<file path="src/rtl/if_fetch_unit.sv">
// Instruction fetch stage: owns the PC, the IF/ID pipeline register,
// a saturating count of accepted instructions and a sticky address-error flag.
// Every cycle resolves to one action: REDIRECT, then HOLD, then ADVANCE, in priority order.
module if_fetch_unit #(
    parameter logic [31:0] RESET_PC   = 32'h0000_0000,
    parameter int unsigned IMEM_WORDS = 32
) (
    input  logic        clk_i,
    input  logic        rst_i,
    input  logic        stall_i,
    input  logic        redirect_i,
    input  logic [31:0] redirect_pc_i,
    output logic [31:0] pc_addr_o,
    input  logic [31:0] instr_i,
    output logic [31:0] ifid_instr_o,
    output logic [31:0] ifid_pc4_o,
    output logic        ifid_valid_o,
    output logic [31:0] fetch_cnt_o,
    output logic        addr_err_o
);

    // ifid_valid_o qualifies ifid_instr_o/ifid_pc4_o: it is 1 only while the
    // IF/ID register holds an instruction taken from memory. There is no ready
    // input; stall_i plays that role and holds the register contents in place.

    localparam logic [31:0] IMEM_LIMIT = 32'(IMEM_WORDS);

    logic [31:0] pc_q, pc_d;
    logic [31:0] ifid_instr_q, ifid_instr_d;
    logic [31:0] ifid_pc4_q, ifid_pc4_d;
    logic        ifid_valid_q, ifid_valid_d;
    logic [31:0] fetch_cnt_q, fetch_cnt_d;
    logic        addr_err_q, addr_err_d;

    logic [31:0] pc_plus4;
    logic        pc_out_of_range;

    assign pc_plus4        = pc_q + 32'd4;
    assign pc_out_of_range = ({2'b00, pc_q[31:2]} >= IMEM_LIMIT);

    // Next-state selection: redirect wins over stall, stall wins over advance.
    always_comb begin
        pc_d         = pc_q;
        ifid_instr_d = ifid_instr_q;
        ifid_pc4_d   = ifid_pc4_q;
        ifid_valid_d = ifid_valid_q;
        fetch_cnt_d  = fetch_cnt_q;
        addr_err_d   = addr_err_q;
        if (redirect_i) begin
            // Target is forced word-aligned; a misaligned request is still
            // honoured but flagged.
            pc_d         = {redirect_pc_i[31:2], 2'b00};
            ifid_instr_d = 32'h0;
            ifid_pc4_d   = 32'h0;
            ifid_valid_d = 1'b0;
            if (redirect_pc_i[1:0] != 2'b00) begin
                addr_err_d = 1'b1;
            end
        end else if (!stall_i) begin
            pc_d         = pc_plus4;
            ifid_instr_d = instr_i;
            ifid_pc4_d   = pc_plus4;
            ifid_valid_d = 1'b1;
            if (fetch_cnt_q != 32'hFFFF_FFFF) begin
                fetch_cnt_d = fetch_cnt_q + 32'd1;
            end
            if (pc_out_of_range) begin
                addr_err_d = 1'b1;
            end
        end
    end

    // State registers with synchronous active-low reset that overrides all requests.
    always_ff @(posedge clk_i) begin
        if (!rst_i) begin
            pc_q         <= RESET_PC;
            ifid_instr_q <= 32'h0;
            ifid_pc4_q   <= 32'h0;
            ifid_valid_q <= 1'b0;
            fetch_cnt_q  <= 32'h0;
            addr_err_q   <= 1'b0;
        end else begin
            pc_q         <= pc_d;
            ifid_instr_q <= ifid_instr_d;
            ifid_pc4_q   <= ifid_pc4_d;
            ifid_valid_q <= ifid_valid_d;
            fetch_cnt_q  <= fetch_cnt_d;
            addr_err_q   <= addr_err_d;
        end
    end

    assign pc_addr_o    = pc_q;
    assign ifid_instr_o = ifid_instr_q;
    assign ifid_pc4_o   = ifid_pc4_q;
    assign ifid_valid_o = ifid_valid_q;
    assign fetch_cnt_o  = fetch_cnt_q;
    assign addr_err_o   = addr_err_q;

endmodule

</file>
<file path="config.mk">
export PLATFORM = sky130hd
export DESIGN_NAME = if_fetch_unit
export DESIGN_NICKNAME = d
export VERILOG_FILES = /design/src/rtl/if_fetch_unit.sv
export SDC_FILE = /design/constraint.sdc
export NUM_CORES = 1
export LEC_CHECK = 0
export BUFFER_PORTS_ARGS = -buffer_cell sky130_fd_sc_hd__buf_2
export CAP_MARGIN = 30
export CORE_MARGIN = 5
export CORE_UTILIZATION = 40
export DETAILED_ROUTE_END_ITERATION = 10
export GPL_TIMING_DRIVEN = 0
export PLACE_DENSITY = 0.73
export SETUP_SLACK_MARGIN = 0.05
export SYNTH_ARGS = -nofsm -noshare
export SYNTH_HDL_FRONTEND = slang
export SYNTH_SLANG_ARGS = --single-unit
export TNS_END_PERCENT = 20
</file>
<file path="constraint.sdc">
create_clock -name clk_i -period 4.1 [get_ports clk_i]
set_input_delay 0.82 -clock clk_i [delete_from_list [all_inputs] [get_ports clk_i]]
set_output_delay 0.82 -clock clk_i [all_outputs]
set_load 0.1 [all_outputs]
</file>
==> results.tsv <==
metric	value	unit
synth_warnings	0	
fmax	0.3981	GHz
clkTransAtPathRegs	0.05	ns
worstPathRequired	4.39	ns
synth-edff-count	0	
vias	6213	
fp-row-count	45	
hold_end	ifid_valid_o$_SDFFE_PP0N_	
synth_seq_cells	126	
grt_pass1_wl	30.26	mm
synthArstFlopShare	0	%
synth_area_per_cell	8.388	sq um
hold_viol	0	
area_delta_synth_final	29.47	%
period_share	61.26	%
drt-total-wl	19.29	mm
min_period	2.512	ns
cts_resized	0	
hp-class	reg2reg	
worst_pin_slew	0.7983	ns
whs_path_depth	2	
vdd_drop_max	252.6	uV
chipHeight	133.6	um
dp_hpwl	14.44	mm
critical_path.max_stage_delay	0.66	ns
overflow	0	
wl_per_cell	16.85	um
cts_sinks	126	
critPathTopFamily	buffers and inverters	
rr_startpoint	fetch_cnt_o[8]$_SDFFE_PN0P_	
timing.rr.end	fetch_cnt_o[24]$_SDFFE_PN0P_	
cts_root_buffer	clkbuf_16	
cts_tree	yes	
path_cells	buf_2 -> clkbuf_1 -> clkbuf_1 -> buf_1 -> mux2i_1 -> nor2_1	
gp_congestion	0.9280	
drc	0	
grt_pass1_vias	5688	
final_nets	1014	
die_area	17860	sq um
maxCapViolations	0	
cell_internal_pwr	0.002362	W
viasPerCell	5.426	
synth_ff_type	dfxtp_1	
final-max-slew-violation-count	0	
io_buffers	192	
final_common_cell	buf_2	
p_per_area	434.1	nW/um^2
antenna_left	0	
critPathLaunchType	input pin	
cp_slowest_cell	buf_1	
setup_tns	0	ns
synth_seq_area_share	41.25	%
antenna_found_initial	4	
switching_share	31.27	%
setup_viol	0	
p_seq_share	38.1	%
clock_skew	0.006739	ns
hold_buffers	0	
crit_path_frequent_cell	clkbuf_1	
syn_inst	729	
io_pins	198	
reg2reg_slack	1.77	ns
crit_type	in2reg	
crit_path_end_kind	register	
status	finished, final reports clean	
clock_latency	0.42	ns
pwr-share-comb	18.0	%
die_x	133.6	um
pwr-share-clk	43.9	%
path_buf_inv	4	
min_from	ifid_valid_o$_SDFFE_PP0N_	
max_slew_margin	46.37	%
r2r_cells	6	
path_max_fanout	10	
drive_above_1_share	25.76	%
core_region_area	15090	sq um
ys_types	51	
layout_common_cells	205 x buf_2, 126 x dfxtp_1, 80 x nor2_1	
holdWs	0.4519	ns
drtIter0Drc	515	
groute.usage.overall	21.11	%
cp_data_arrival_time	2.80	ns
syn_area	6115	sq um
cts_setup_buffers	0	
clockBufferDepth	2	
leakage	3.351	nW
rsz0062_at_grt	no	
drt-pass1-iter-count	5	
cts_buffers	17	
power_switching	0.001075	W
start_util	40.52	%
htreeDepth	4	
grt_max_degree	17	
==> routing by layer <==
metal / vias to the layer above / GRT usage [%] / wire (um)
met5: - / 0 / 14
met4: 4 / 8.743 / 608
met3: 48 / 6.495 / 1665
met2: 283 / 32.65 / 8642
met1: 2847 / 27.43 / 8359
li1: 3031 / - / -
==> power by group through the flow <==
| stage | logic [W] | clock network, W | registers (W) |
|---|---|---|---|
| floorplan | 0.000178 | 0 | 0.00163 |
| global placement | 0.000613 | 0 | 0.00133 |
| detailed placement | 0.000616 | 0 | 0.00134 |
| CTS | 0.000617 | 0.00153 | 0.00131 |
| global route | 0.000647 | 0.00159 | 0.00132 |
| finish | 0.000618 | 0.00151 | 0.00131 |
==> synth_stat cells, types with 4 or more instances <==
master	instances	area share (%)
buf_4	5	0.61
buf_2	13	1.1
xor2_1	20	2.9
o21a_1	8	0.98
and3_1	10	1.0
buf_1	4	0.25
nor2b_1	7	0.72
nor4_1	9	0.92
nor3_1	25	2.0
or3_1	26	2.7
nor2_1	80	4.9
a211oi_1	11	1.4
o21ai_1	14	1.1
o31ai_1	11	1.4
nand4_1	23	2.4
inv_1	19	1.2
and4_1	6	0.86
mux2i_1	41	6.7
xnor2_1	28	4.0
clkbuf_1	35	2.1
nand3_1	30	2.5
or4_1	10	1.2
a21oi_1	61	5.0
o21ai_0	34	2.8
nand2_1	34	2.1
dfxtp_1	126	41
==> area by class of cell <==
type                    instances  area [sq um]
multi-input cells             527          3257
well taps                     188         235.2
plain buffers                  59         271.5
diodes                          2         5.005
repair buffers                192         960.9
flip-flops and latches        126          2522
clock inverters                11         142.6
inverters                      20         75.07
clock buffers                  20         446.7
fillers                      1446          7173
==> cell families (layout without fill, tap and decap cells) <==
kind of cell / after synthesis / in the layout / share of synthesized area (%)
flip-flops: 126 / 126 / 41.25
other: 1 / 6 / 0.06133
multiplexers: 41 / 41 / 6.712
buffers and inverters: 79 / 302 / 5.668
adder cells (fa/ha/maj): 3 / 3 / 0.6139
XOR/XNOR: 48 / 48 / 6.875
AO/OA/AOI/OAI: 152 / 152 / 14.57
AND/OR/NAND/NOR: 279 / 279 / 24.25
==> worst min-delay path: stages (launching register included) <==
cell and delay (ns):
dfxtp_1 0.31, inv_1 0.05, a21oi_1 0.05
==> how the worst max path moves through the flow <==
stage                     slack, ns                        from  cells after the start                            end
final                          1.59                     stall_i                      6  ifid_instr_o[30]$_SDFFE_PP0N_
after global routing           1.49                     stall_i                      6  ifid_instr_o[24]$_SDFFE_PP0N_
after CTS                      1.63                     stall_i                      6  ifid_instr_o[30]$_SDFFE_PP0N_
after detailed placement       1.16                     stall_i                      6  ifid_instr_o[30]$_SDFFE_PP0N_
after global placement         1.23                     stall_i                      6  ifid_instr_o[28]$_SDFFE_PP0N_
after floorplan                1.36  pc_addr_o[18]$_SDFFE_PN0P_                      6     pc_addr_o[25]$_SDFFE_PN0P_
==> metrics by stage <==
| stage | worst slack (ns) | total power (W) | instance area [sq um] | std cells | util, % |
|---|---|---|---|---|---|
| after detailed placement | 1.162 | 0.001951 | 7322 | 1112 | 48.52 |
| after floorplan | 1.363 | 0.001813 | 6126 | 732 | - |
| after global routing | 1.492 | 0.003556 | 7916 | 1145 | 52.46 |
| after global placement | 1.233 | 0.001947 | 7322 | 1112 | 48.52 |
| after CTS | 1.627 | 0.003461 | 7911 | 1143 | 52.43 |
| final | 1.588 | 0.003437 | 7916 | 1145 | 52.46 |
==> sequential cells by signal, indices dropped and copies added, names as in the netlist <==
register      flops
fetch_cnt_o      32
ifid_instr_o     32
addr_err_o        1
ifid_valid_o      1
pc_addr_o        30
ifid_pc4_o       30
Note: power is estimated with default switching activity, not from simulation.
